### config.mk
export PLATFORM = sky130hd
export DESIGN_NAME = snd_bus_arb_flat
export DESIGN_NICKNAME = d
export VERILOG_FILES = /design/src/rtl/snd_bus_arb_if.sv /design/src/rtl/snd_bus_arb.sv /design/src/flat_wrapper.sv
export SDC_FILE = /design/constraint.sdc
export NUM_CORES = 1
export LEC_CHECK = 0
export ABC_AREA = 1
export CAP_MARGIN = 20
export CORE_AREA = 5 5 82 84
export DETAILED_ROUTE_END_ITERATION = 10
export DIE_AREA = 0 0 87 89
export GPL_TIMING_DRIVEN = 0
export PLACE_DENSITY = 0.85
export RECOVER_POWER = 50
export SYNTH_ARGS = -nofsm -noshare
export SYNTH_HDL_FRONTEND = slang
export SYNTH_SLANG_ARGS = --single-unit
### constraint.sdc
create_clock -name clk32 -period 1.7 [get_ports clk32]
set_input_delay 0.255 -clock clk32 [delete_from_list [all_inputs] [get_ports clk32]]
set_output_delay 0.255 -clock clk32 [all_outputs]
set_load 0.005 [all_outputs]
### src/rtl/snd_bus_arb_if.sv
// Signal bundle between the host/GS port decoders, the sound-chip bus pads and snd_bus_arb.
interface snd_bus_arb_if;
  logic       h_req;
  logic       h_wr;
  logic [1:0] h_chip;
  logic       h_a0;
  logic [7:0] h_wdata;
  logic       h_ack;
  logic [7:0] h_rdata;

  logic       g_req;
  logic       g_wr;
  logic [1:0] g_chip;
  logic       g_a0;
  logic [7:0] g_wdata;
  logic       g_ack;
  logic [7:0] g_rdata;

  logic [7:0] bus_din;
  logic [7:0] bus_dout;
  logic       bus_oe;
  logic       bus_a0;
  logic       n_ard;
  logic       n_awr;
  logic       n_ym1_cs;
  logic       n_ym2_cs;
  logic       n_saa_cs;
  logic       busy;
  logic       owner;

  modport slave (
    input  h_req, h_wr, h_chip, h_a0, h_wdata,
    input  g_req, g_wr, g_chip, g_a0, g_wdata,
    input  bus_din,
    output h_ack, h_rdata, g_ack, g_rdata,
    output bus_dout, bus_oe, bus_a0, n_ard, n_awr,
    output n_ym1_cs, n_ym2_cs, n_saa_cs, busy, owner
  );

  modport master (
    output h_req, h_wr, h_chip, h_a0, h_wdata,
    output g_req, g_wr, g_chip, g_a0, g_wdata,
    output bus_din,
    input  h_ack, h_rdata, g_ack, g_rdata,
    input  bus_dout, bus_oe, bus_a0, n_ard, n_awr,
    input  n_ym1_cs, n_ym2_cs, n_saa_cs, busy, owner
  );
endinterface

### src/rtl/snd_bus_arb.sv
// Sound-chip bus arbiter: serializes host and GS Z80 accesses onto the shared AY/YM2203/SAA1099 bus
// as fixed setup/strobe/hold cycles, returning read data and a one-cycle acknowledge.
module snd_bus_arb #(
  parameter int unsigned SETUP_CYC  = 2,
  parameter int unsigned STROBE_CYC = 6,
  parameter int unsigned HOLD_CYC   = 1
) (
  input logic          clk32,
  input logic          rst_n,
  snd_bus_arb_if.slave bus
);

  localparam int unsigned CNT_W  = 4;
  localparam int unsigned DATA_W = 8;
  localparam logic [1:0]        CHIP_NONE  = 2'd3;
  localparam logic [DATA_W-1:0] RDATA_IDLE = 8'hFF;

  typedef enum logic [1:0] {IDLE, SETUP, STROBE, HOLD} state_t;

  state_t            state, state_n;
  logic [CNT_W-1:0]  cnt, cnt_n;
  logic              lat_wr, lat_wr_n;
  logic              lat_a0, lat_a0_n;
  logic [1:0]        lat_chip, lat_chip_n;
  logic [DATA_W-1:0] lat_wdata, lat_wdata_n;
  logic              owner_q, owner_n;
  logic              busy_q, busy_n;
  logic              h_ack_q, h_ack_n;
  logic              g_ack_q, g_ack_n;
  logic [DATA_W-1:0] h_rdata_q, h_rdata_n;
  logic [DATA_W-1:0] g_rdata_q, g_rdata_n;
  logic [DATA_W-1:0] dout_q, dout_n;
  logic              oe_q, oe_n;
  logic              a0_q, a0_n;
  logic              ard_q, ard_n;
  logic              awr_q, awr_n;
  logic [2:0]        cs_q, cs_n;      // {saa, ym2, ym1}, active low
  logic              mask_h, mask_g;  // requester acked last cycle
  logic              elig_h, elig_g, pick_g, active, strobe;
  logic [DATA_W-1:0] rd_val;

  // Next state, latched request and next registered outputs
  always_comb begin
    state_n     = state;
    cnt_n       = cnt;
    lat_wr_n    = lat_wr;
    lat_a0_n    = lat_a0;
    lat_chip_n  = lat_chip;
    lat_wdata_n = lat_wdata;
    owner_n     = owner_q;
    h_rdata_n   = h_rdata_q;
    g_rdata_n   = g_rdata_q;
    elig_h      = bus.h_req & ~mask_h;
    elig_g      = bus.g_req & ~mask_g;
    pick_g      = elig_g & (~elig_h | ~owner_q);
    rd_val      = (lat_chip == CHIP_NONE) ? RDATA_IDLE : bus.bus_din;

    case (state)
      IDLE: begin
        if (elig_h | elig_g) begin
          state_n     = SETUP;
          cnt_n       = CNT_W'(SETUP_CYC - 1);
          owner_n     = pick_g;
          lat_wr_n    = pick_g ? bus.g_wr    : bus.h_wr;
          lat_a0_n    = pick_g ? bus.g_a0    : bus.h_a0;
          lat_chip_n  = pick_g ? bus.g_chip  : bus.h_chip;
          lat_wdata_n = pick_g ? bus.g_wdata : bus.h_wdata;
        end
      end
      SETUP: begin
        if (cnt == '0) begin
          state_n = STROBE;
          cnt_n   = CNT_W'(STROBE_CYC - 1);
        end else begin
          cnt_n = cnt - CNT_W'(1);
        end
      end
      STROBE: begin
        if (cnt == '0) begin
          state_n = HOLD;
          cnt_n   = CNT_W'(HOLD_CYC - 1);
          if (!lat_wr) begin
            if (owner_q) g_rdata_n = rd_val;
            else         h_rdata_n = rd_val;
          end
        end else begin
          cnt_n = cnt - CNT_W'(1);
        end
      end
      HOLD: begin
        if (cnt == '0) state_n = IDLE;
        else           cnt_n   = cnt - CNT_W'(1);
      end
      default: state_n = IDLE;
    endcase

    // Outputs are a function of the state being entered, so they line up with it after the edge
    active  = (state_n != IDLE);
    strobe  = (state_n == STROBE);
    busy_n  = active;
    h_ack_n = (state_n == HOLD) && (cnt_n == '0) && !owner_n;
    g_ack_n = (state_n == HOLD) && (cnt_n == '0) &&  owner_n;
    oe_n    = active & lat_wr_n;
    dout_n  = (active & lat_wr_n) ? lat_wdata_n : dout_q;
    a0_n    = active ? lat_a0_n : a0_q;
    awr_n   = ~(strobe &  lat_wr_n);
    ard_n   = ~(strobe & ~lat_wr_n);
    cs_n    = 3'b111;
    if (active) begin
      case (lat_chip_n)
        2'd0:    cs_n = 3'b110;
        2'd1:    cs_n = 3'b101;
        2'd2:    cs_n = 3'b011;
        default: cs_n = 3'b111;
      endcase
    end
  end

  always_ff @(posedge clk32) begin
    if (!rst_n) begin
      state     <= IDLE;
      cnt       <= '0;
      lat_wr    <= 1'b0;
      lat_a0    <= 1'b0;
      lat_chip  <= CHIP_NONE;
      lat_wdata <= '0;
      owner_q   <= 1'b1;
      busy_q    <= 1'b0;
      h_ack_q   <= 1'b0;
      g_ack_q   <= 1'b0;
      h_rdata_q <= RDATA_IDLE;
      g_rdata_q <= RDATA_IDLE;
      dout_q    <= '0;
      oe_q      <= 1'b0;
      a0_q      <= 1'b0;
      ard_q     <= 1'b1;
      awr_q     <= 1'b1;
      cs_q      <= 3'b111;
      mask_h    <= 1'b0;
      mask_g    <= 1'b0;
    end else begin
      state     <= state_n;
      cnt       <= cnt_n;
      lat_wr    <= lat_wr_n;
      lat_a0    <= lat_a0_n;
      lat_chip  <= lat_chip_n;
      lat_wdata <= lat_wdata_n;
      owner_q   <= owner_n;
      busy_q    <= busy_n;
      h_ack_q   <= h_ack_n;
      g_ack_q   <= g_ack_n;
      h_rdata_q <= h_rdata_n;
      g_rdata_q <= g_rdata_n;
      dout_q    <= dout_n;
      oe_q      <= oe_n;
      a0_q      <= a0_n;
      ard_q     <= ard_n;
      awr_q     <= awr_n;
      cs_q      <= cs_n;
      mask_h    <= h_ack_q;
      mask_g    <= g_ack_q;
    end
  end

  assign bus.h_ack    = h_ack_q;
  assign bus.g_ack    = g_ack_q;
  assign bus.h_rdata  = h_rdata_q;
  assign bus.g_rdata  = g_rdata_q;
  assign bus.bus_dout = dout_q;
  assign bus.bus_oe   = oe_q;
  assign bus.bus_a0   = a0_q;
  assign bus.n_ard    = ard_q;
  assign bus.n_awr    = awr_q;
  assign bus.n_ym1_cs = cs_q[0];
  assign bus.n_ym2_cs = cs_q[1];
  assign bus.n_saa_cs = cs_q[2];
  assign bus.busy     = busy_q;
  assign bus.owner    = owner_q;

endmodule

### src/flat_wrapper.sv
// flat-port wrapper written by rule: the top's interface ports become plain ports
module snd_bus_arb_flat 
#(
  parameter int unsigned SETUP_CYC  = 2,
  parameter int unsigned STROBE_CYC = 6,
  parameter int unsigned HOLD_CYC   = 1
)
  (clk32, rst_n, bus_h_req, bus_h_wr, bus_h_chip, bus_h_a0, bus_h_wdata, bus_g_req, bus_g_wr, bus_g_chip, bus_g_a0, bus_g_wdata, bus_bus_din, bus_h_ack, bus_h_rdata, bus_g_ack, bus_g_rdata, bus_bus_dout, bus_bus_oe, bus_bus_a0, bus_n_ard, bus_n_awr, bus_n_ym1_cs, bus_n_ym2_cs, bus_n_saa_cs, bus_busy, bus_owner);
  snd_bus_arb_if bus_i ();
  input logic clk32;
  input logic rst_n;
  input wire logic [$bits(bus_i.h_req)-1:0] bus_h_req;
  input wire logic [$bits(bus_i.h_wr)-1:0] bus_h_wr;
  input wire logic [$bits(bus_i.h_chip)-1:0] bus_h_chip;
  input wire logic [$bits(bus_i.h_a0)-1:0] bus_h_a0;
  input wire logic [$bits(bus_i.h_wdata)-1:0] bus_h_wdata;
  input wire logic [$bits(bus_i.g_req)-1:0] bus_g_req;
  input wire logic [$bits(bus_i.g_wr)-1:0] bus_g_wr;
  input wire logic [$bits(bus_i.g_chip)-1:0] bus_g_chip;
  input wire logic [$bits(bus_i.g_a0)-1:0] bus_g_a0;
  input wire logic [$bits(bus_i.g_wdata)-1:0] bus_g_wdata;
  input wire logic [$bits(bus_i.bus_din)-1:0] bus_bus_din;
  output wire logic [$bits(bus_i.h_ack)-1:0] bus_h_ack;
  output wire logic [$bits(bus_i.h_rdata)-1:0] bus_h_rdata;
  output wire logic [$bits(bus_i.g_ack)-1:0] bus_g_ack;
  output wire logic [$bits(bus_i.g_rdata)-1:0] bus_g_rdata;
  output wire logic [$bits(bus_i.bus_dout)-1:0] bus_bus_dout;
  output wire logic [$bits(bus_i.bus_oe)-1:0] bus_bus_oe;
  output wire logic [$bits(bus_i.bus_a0)-1:0] bus_bus_a0;
  output wire logic [$bits(bus_i.n_ard)-1:0] bus_n_ard;
  output wire logic [$bits(bus_i.n_awr)-1:0] bus_n_awr;
  output wire logic [$bits(bus_i.n_ym1_cs)-1:0] bus_n_ym1_cs;
  output wire logic [$bits(bus_i.n_ym2_cs)-1:0] bus_n_ym2_cs;
  output wire logic [$bits(bus_i.n_saa_cs)-1:0] bus_n_saa_cs;
  output wire logic [$bits(bus_i.busy)-1:0] bus_busy;
  output wire logic [$bits(bus_i.owner)-1:0] bus_owner;
  assign bus_i.h_req = bus_h_req;
  assign bus_i.h_wr = bus_h_wr;
  assign bus_i.h_chip = bus_h_chip;
  assign bus_i.h_a0 = bus_h_a0;
  assign bus_i.h_wdata = bus_h_wdata;
  assign bus_i.g_req = bus_g_req;
  assign bus_i.g_wr = bus_g_wr;
  assign bus_i.g_chip = bus_g_chip;
  assign bus_i.g_a0 = bus_g_a0;
  assign bus_i.g_wdata = bus_g_wdata;
  assign bus_i.bus_din = bus_bus_din;
  assign bus_h_ack = bus_i.h_ack;
  assign bus_h_rdata = bus_i.h_rdata;
  assign bus_g_ack = bus_i.g_ack;
  assign bus_g_rdata = bus_i.g_rdata;
  assign bus_bus_dout = bus_i.bus_dout;
  assign bus_bus_oe = bus_i.bus_oe;
  assign bus_bus_a0 = bus_i.bus_a0;
  assign bus_n_ard = bus_i.n_ard;
  assign bus_n_awr = bus_i.n_awr;
  assign bus_n_ym1_cs = bus_i.n_ym1_cs;
  assign bus_n_ym2_cs = bus_i.n_ym2_cs;
  assign bus_n_saa_cs = bus_i.n_saa_cs;
  assign bus_busy = bus_i.busy;
  assign bus_owner = bus_i.owner;
  snd_bus_arb #(.SETUP_CYC(SETUP_CYC), .STROBE_CYC(STROBE_CYC), .HOLD_CYC(HOLD_CYC)) u_core (.clk32(clk32), .rst_n(rst_n), .bus(bus_i));
endmodule
After elaboration in Yosys (flattened, before gate mapping)
Cells that the tools add are included.
- add/subtract/negate cells: 1
- eq/ne operators: 8
- multiplexer cells: 26
- bitwise logic cells: 16
- reductions and logical operators: 12
- operator list (kind ; number):
    2-to-1 mux 8 bit ; 4
    2-to-1 mux 4 bit ; 4
    case mux 4 bit (4 select lines) ; 1
    2-to-1 mux 2 bit ; 7
    == test 2 bit (second input constant) ; 6
    case mux 3 bit (3 select lines) ; 1
    logical NOT 4 bit ; 2
    2-to-1 mux 1 bit ; 8
    inverter 1 bit ; 8
    case mux 2 bit (4 select lines) ; 1
    AND reduction 4 bit ; 2
    bitwise AND 1 bit ; 6
    == test 2 x 1 -> 1 bit (second input constant) ; 2
    logical NOT 2 bit ; 2
    subtractor 4 x 1 -> 4 bit (second input constant) ; 1
    logical AND 1 bit ; 3
    bitwise OR 1 bit ; 2
    AND reduction 2 bit ; 1
    nonzero test 2 bit ; 1
    logical NOT 1 bit ; 1
- register bits: 55
- input port bits: 36
- output and inout bits: 35
- word-level logic and storage cells: 83

Logic depth before layout (Yosys ltp)
- depth in word-level cells: 11
- mapped depth: 12
- mapped depth without buffers: 12

Least setup slack after synthesis
No wires, ideal clock.
- path kind: register to register
- from: register u_core.cnt[0]
- to: register u_core.g_ack_q (netlist: u_core.bus.g_ack)
- setup time: 0.064 ns
- arrival: 1.565 ns
- required time: 1.636 ns
- path slack: 0.071 ns
- cell stages (with the launch flop): 13
- buffers on the path: 0
- period minus slack after synthesis: 1.629 ns
- cells stage by stage: dfxtp_1 inv_1 ha_1 nand2_1 ha_1 inv_1 nand2_1 nand3_1 nand2_1 nand2_1 nor2_1 nand3_1 nor2_1
- cells in the longest elaborated chain, start to end: 6
- elaborated cells on any way between the ends: 15
- classes of those cells: add/sub: 1; eq/ne: 1; mux: 9; reduce/logical: 4
- ends and longest elaborated chain (what ; RTL line ; text):
    start: declaration ; snd_bus_arb.sv:21 ; logic [CNT_W-1:0] cnt, cnt_n;
    start signal: assignment ; snd_bus_arb.sv:143 ; cnt <= cnt_n;
    subtractor 4 x 1 -> 4 bit / logical NOT 4 bit (equally long branches) ; - ;
    2-to-1 mux 4 bit (tied with other cells) ; snd_bus_arb.sv:91 ; if (cnt == '0) state_n = IDLE;
    case mux 4 bit (4 select lines) / case mux 2 bit (4 select lines) (equally long branches) ; snd_bus_arb.sv:58 ; case (state)
    logical NOT 4 bit / == test 2 bit (equally long branches) ; snd_bus_arb.sv:102 ; g_ack_n = (state_n == HOLD) && (cnt_n == '0) && owner_n;
    logical AND 1 bit (*) (2 in series) ; snd_bus_arb.sv:102 ;
    end signal: assignment ; snd_bus_arb.sv:151 ; g_ack_q <= g_ack_n;
    end: declaration ; snd_bus_arb.sv:29 ; logic g_ack_q, g_ack_n;
Every way passes the cells marked *; elsewhere a longest branch is shown, timed or not.
A chain may end at the register's enable or synchronous reset.

Worst setup path in the final report
Ends and elaborated chain as after synthesis.

==> results by group <==
Run status
  • Outcome: finished, final reports clean

Routing
  • Detailed Route WL: 6360 µm
  • 1st-iter DRT viols: 102
  • DRC: 0
  • Wire per inst: 12.5 µm
  • Antenna viol nets, final: 0
  • Vias: 2383
  • Pre-antenna DRT Iters: 4
  • Via density: 4.68

Global route
  • Total GRT Usage: 0.164
  • Number of global-route vias before repair: 2230
  • Initial antenna violation count: 0
  • Total gr overflow: 0
  • First-pass GRT wire length: 10100 µm
  • Largest net degree at the start of global routing: 18

CTS
  • Clk pin slew, worst setup/hold paths: 0.10 ns
  • H-tree levels: 2
  • Clock sink count: 55
  • Root buf cell: clkbuf_8
  • Cts bufs inserted: 5
  • Worst-case clock buffer depth: 2
  • CTS tree: built
  • Worst-skew pair later-pin latency: 0.31 ns
  • Hold-fix buffers, CTS: 0

Power
  • Sw frac: 0.354
  • Net load switching power: 1650 µW
  • Total power: 4660 µW
  • Maximum VDD drop: 0.624 mV
  • Leak pwr: 0.00164 µW
  • Power Internal: 3010 µW
  • Pwr per Cell Area: 1340 nW/µm²
  • Clk pwr share: 0.196
  • Comb power frac: 0.432
  • Seq pwr share: 0.371

Finish
  • Filler Cells Inserted: 522
  • Synth-to-layout area growth: 43.8%
  • Commonest non-fill, non-tap cells in the layout: nand2_1, clkdlybuf4s50_1, dfxtp_1, inv_1, nor2_1
  • Layout cells sized above 1: 0.108
  • Fin cells: 509
  • Ant. Diodes: 0
  • Most common cell after layout, fill and taps aside: nand2_1
  • Post-layout nets: 472

Worst hold path
  • Min-delay worst type: flop to flop

STA
  • RSZ-0062 raised after global routing: yes
  • Fmax achieved: 614 MHz
  • Slew Viols, Final: 0
  • Final Hold Viols: 0
  • Min Hold Slack: 0.444 ns
  • Final period utilization: 0.958
  • Slew margin rel.: 0.668
  • Clock skew after layout: 0.0145 ns
  • Worst setup margin: 0.0712 ns
  • Setup TNS: 0 ns
  • Worst-margin pin slew: 0.498 ns
  • Min cycle time layout: 1.63 ns
  • Final setup vio count: 0

Critical path
  • Crit path kind: flop to flop
  • Worst path required time: 1.95 ns
  • Arr. time, crit path: 1.87 ns
  • Critical Path End Type: flop
  • Max FO, Critical Path: 5
  • CP Launch Type: flop

Synthesis
  • Synth area leaders: dfxtp_1, nand2_1, inv_1
  • Unique masters post-synth: 23
  • Yosys warns: 0
  • Avg Inst Size Synth: 6.94 µm²
  • Post-synthesis sequential area ratio: 0.456
  • #FFs+latches synth: 55
  • Net count after synthesis: 387
  • Top cell type's share of synthesized area: 0.456
  • Cell taking the most area after synthesis: dfxtp_1
  • Syn Inst Count: 348
  • Synth Cell Area: 2410 µm²

Placed design
  • Placed Instances: 493
  • IO Port Bufs: 70
  • GP Congestion: 0.825
  • Pre-CTS setup slack: -0.280 ns
  • HPWL after detailed placement: 4760 µm

Run
  • Max-cap violation count: 0

Floorplan
  • Die Area: 7740 µm²
  • Core area: 5850 µm²
  • Vert. Die Dim: 89 µm
  • Initial Utilization: 0.413
  • Die width: 87 µm
  • Placement Rows: 28
  • I/O Pins: 71
## path summary, 6_finish.rpt
| check | depth (start not counted) | from | slack, ns | to |
|---|---|---|---|---|
| worst max register to register | 12 | u_core.cnt[0]$_SDFF_PN0_ | 0.07 | u_core.bus.g_ack$_SDFF_PN0_ |
| worst max-delay path | 12 | u_core.cnt[0]$_SDFF_PN0_ | 0.07 | u_core.bus.g_ack$_SDFF_PN0_ |
| worst min register to register | 2 | u_core.bus.g_ack$_SDFF_PN0_ | 0.44 | u_core.mask_g$_SDFF_PN0_ |
| worst min-delay path | 2 | u_core.bus.g_ack$_SDFF_PN0_ | 0.44 | u_core.mask_g$_SDFF_PN0_ |
## registers in the layout, summed over array words and instances, names as in the netlist, 2 cells and up
signal and cells:
u_core.bus.bus_dout 8, u_core.bus.g_rdata 8, u_core.bus.h_rdata 8, u_core.lat_wdata 8, u_core.cnt 4, u_core.cs_q 3
u_core.lat_chip 2, u_core.state 2
## layer usage
layer,GRT usage,wire (µm),vias to the layer above
met5,0,0,-
met4,0.0312,48,0
met2,0.282,2940,79
met3,0.0645,690,6
li1,-,-,1243
met1,0.195,2680,1055
## synthesized netlist by cell type (all sizes together)
cell type and n:
nor2 39, a21oi 28, ha 3, nand4 1
buf 5, dfxtp 55, clkbuf 4, nor3 1
nand2 119, o211ai 1, xor2 1, o21ai 15
nand3 25, clkinv 1, inv 50
## power by group through the flow
stage,Combinational (µW),Sequential [µW],Clock [µW]
after detailed placement,1730,1740,0
after floorplan,1060,1730,0
after global routing,2250,1760,996
after CTS,1780,1720,932
final,2020,1730,916
after global placement,1680,1730,0
## per-stage QoR
stage                util  cell area [µm²]
floorplan               -             2410
global placement    0.548             3210
detailed placement  0.548             3210
CTS                 0.574             3360
global route        0.593             3470
finish              0.593             3470
## area by class of cell
cell class | count | area (µm²) | area share
Multi-Input combinational cell | 233 | 1110 | 0.319
Sequential cell | 55 | 1110 | 0.319
Timing Repair Buffer | 78 | 786 | 0.226
Inverter | 51 | 193 | 0.0555
Tap cell | 75 | 93.8 | 0.0270
Clock buffer | 6 | 82.6 | 0.0238
Buffer | 9 | 63.8 | 0.0184
Clock inverter | 2 | 38.8 | 0.0112
## repair_timing
| item | 4_1_cts | 5_1_grt |
|---|---|---|
| buffers inserted | 1 | 7 |
| gates resized for setup | 7 | 14 |
| pin swaps | 2 | 10 |
| setup endpoints to repair | 4 | 25 |
## logic make-up (layout without fill, tap and decap cells)
group | after synthesis | count (layout) | synth area share
flip-flops | 55 | 55 | 0.456
XOR/XNOR | 1 | 1 | 0.00363
AND/OR/NAND/NOR | 185 | 185 | 0.327
buffers and inverters | 60 | 146 | 0.106
adder cells (fa/ha/maj) | 3 | 3 | 0.0156
AO/OA/AOI/OAI | 44 | 44 | 0.0923
## critical path: stages, from the launching register on
cell and delay [ns]:
dfxtp_2 0.36, inv_2 0.06, ha_4 0.16, nand2_4 0.09
ha_1 0.15, nor2_1 0.04, nor2_1 0.14, nand3_2 0.09
nand2_2 0.09, nand2_1 0.05, nor2_1 0.10, nand3_1 0.10
nor2_1 0.14
Note: power is estimated with default switching activity, not from simulation.
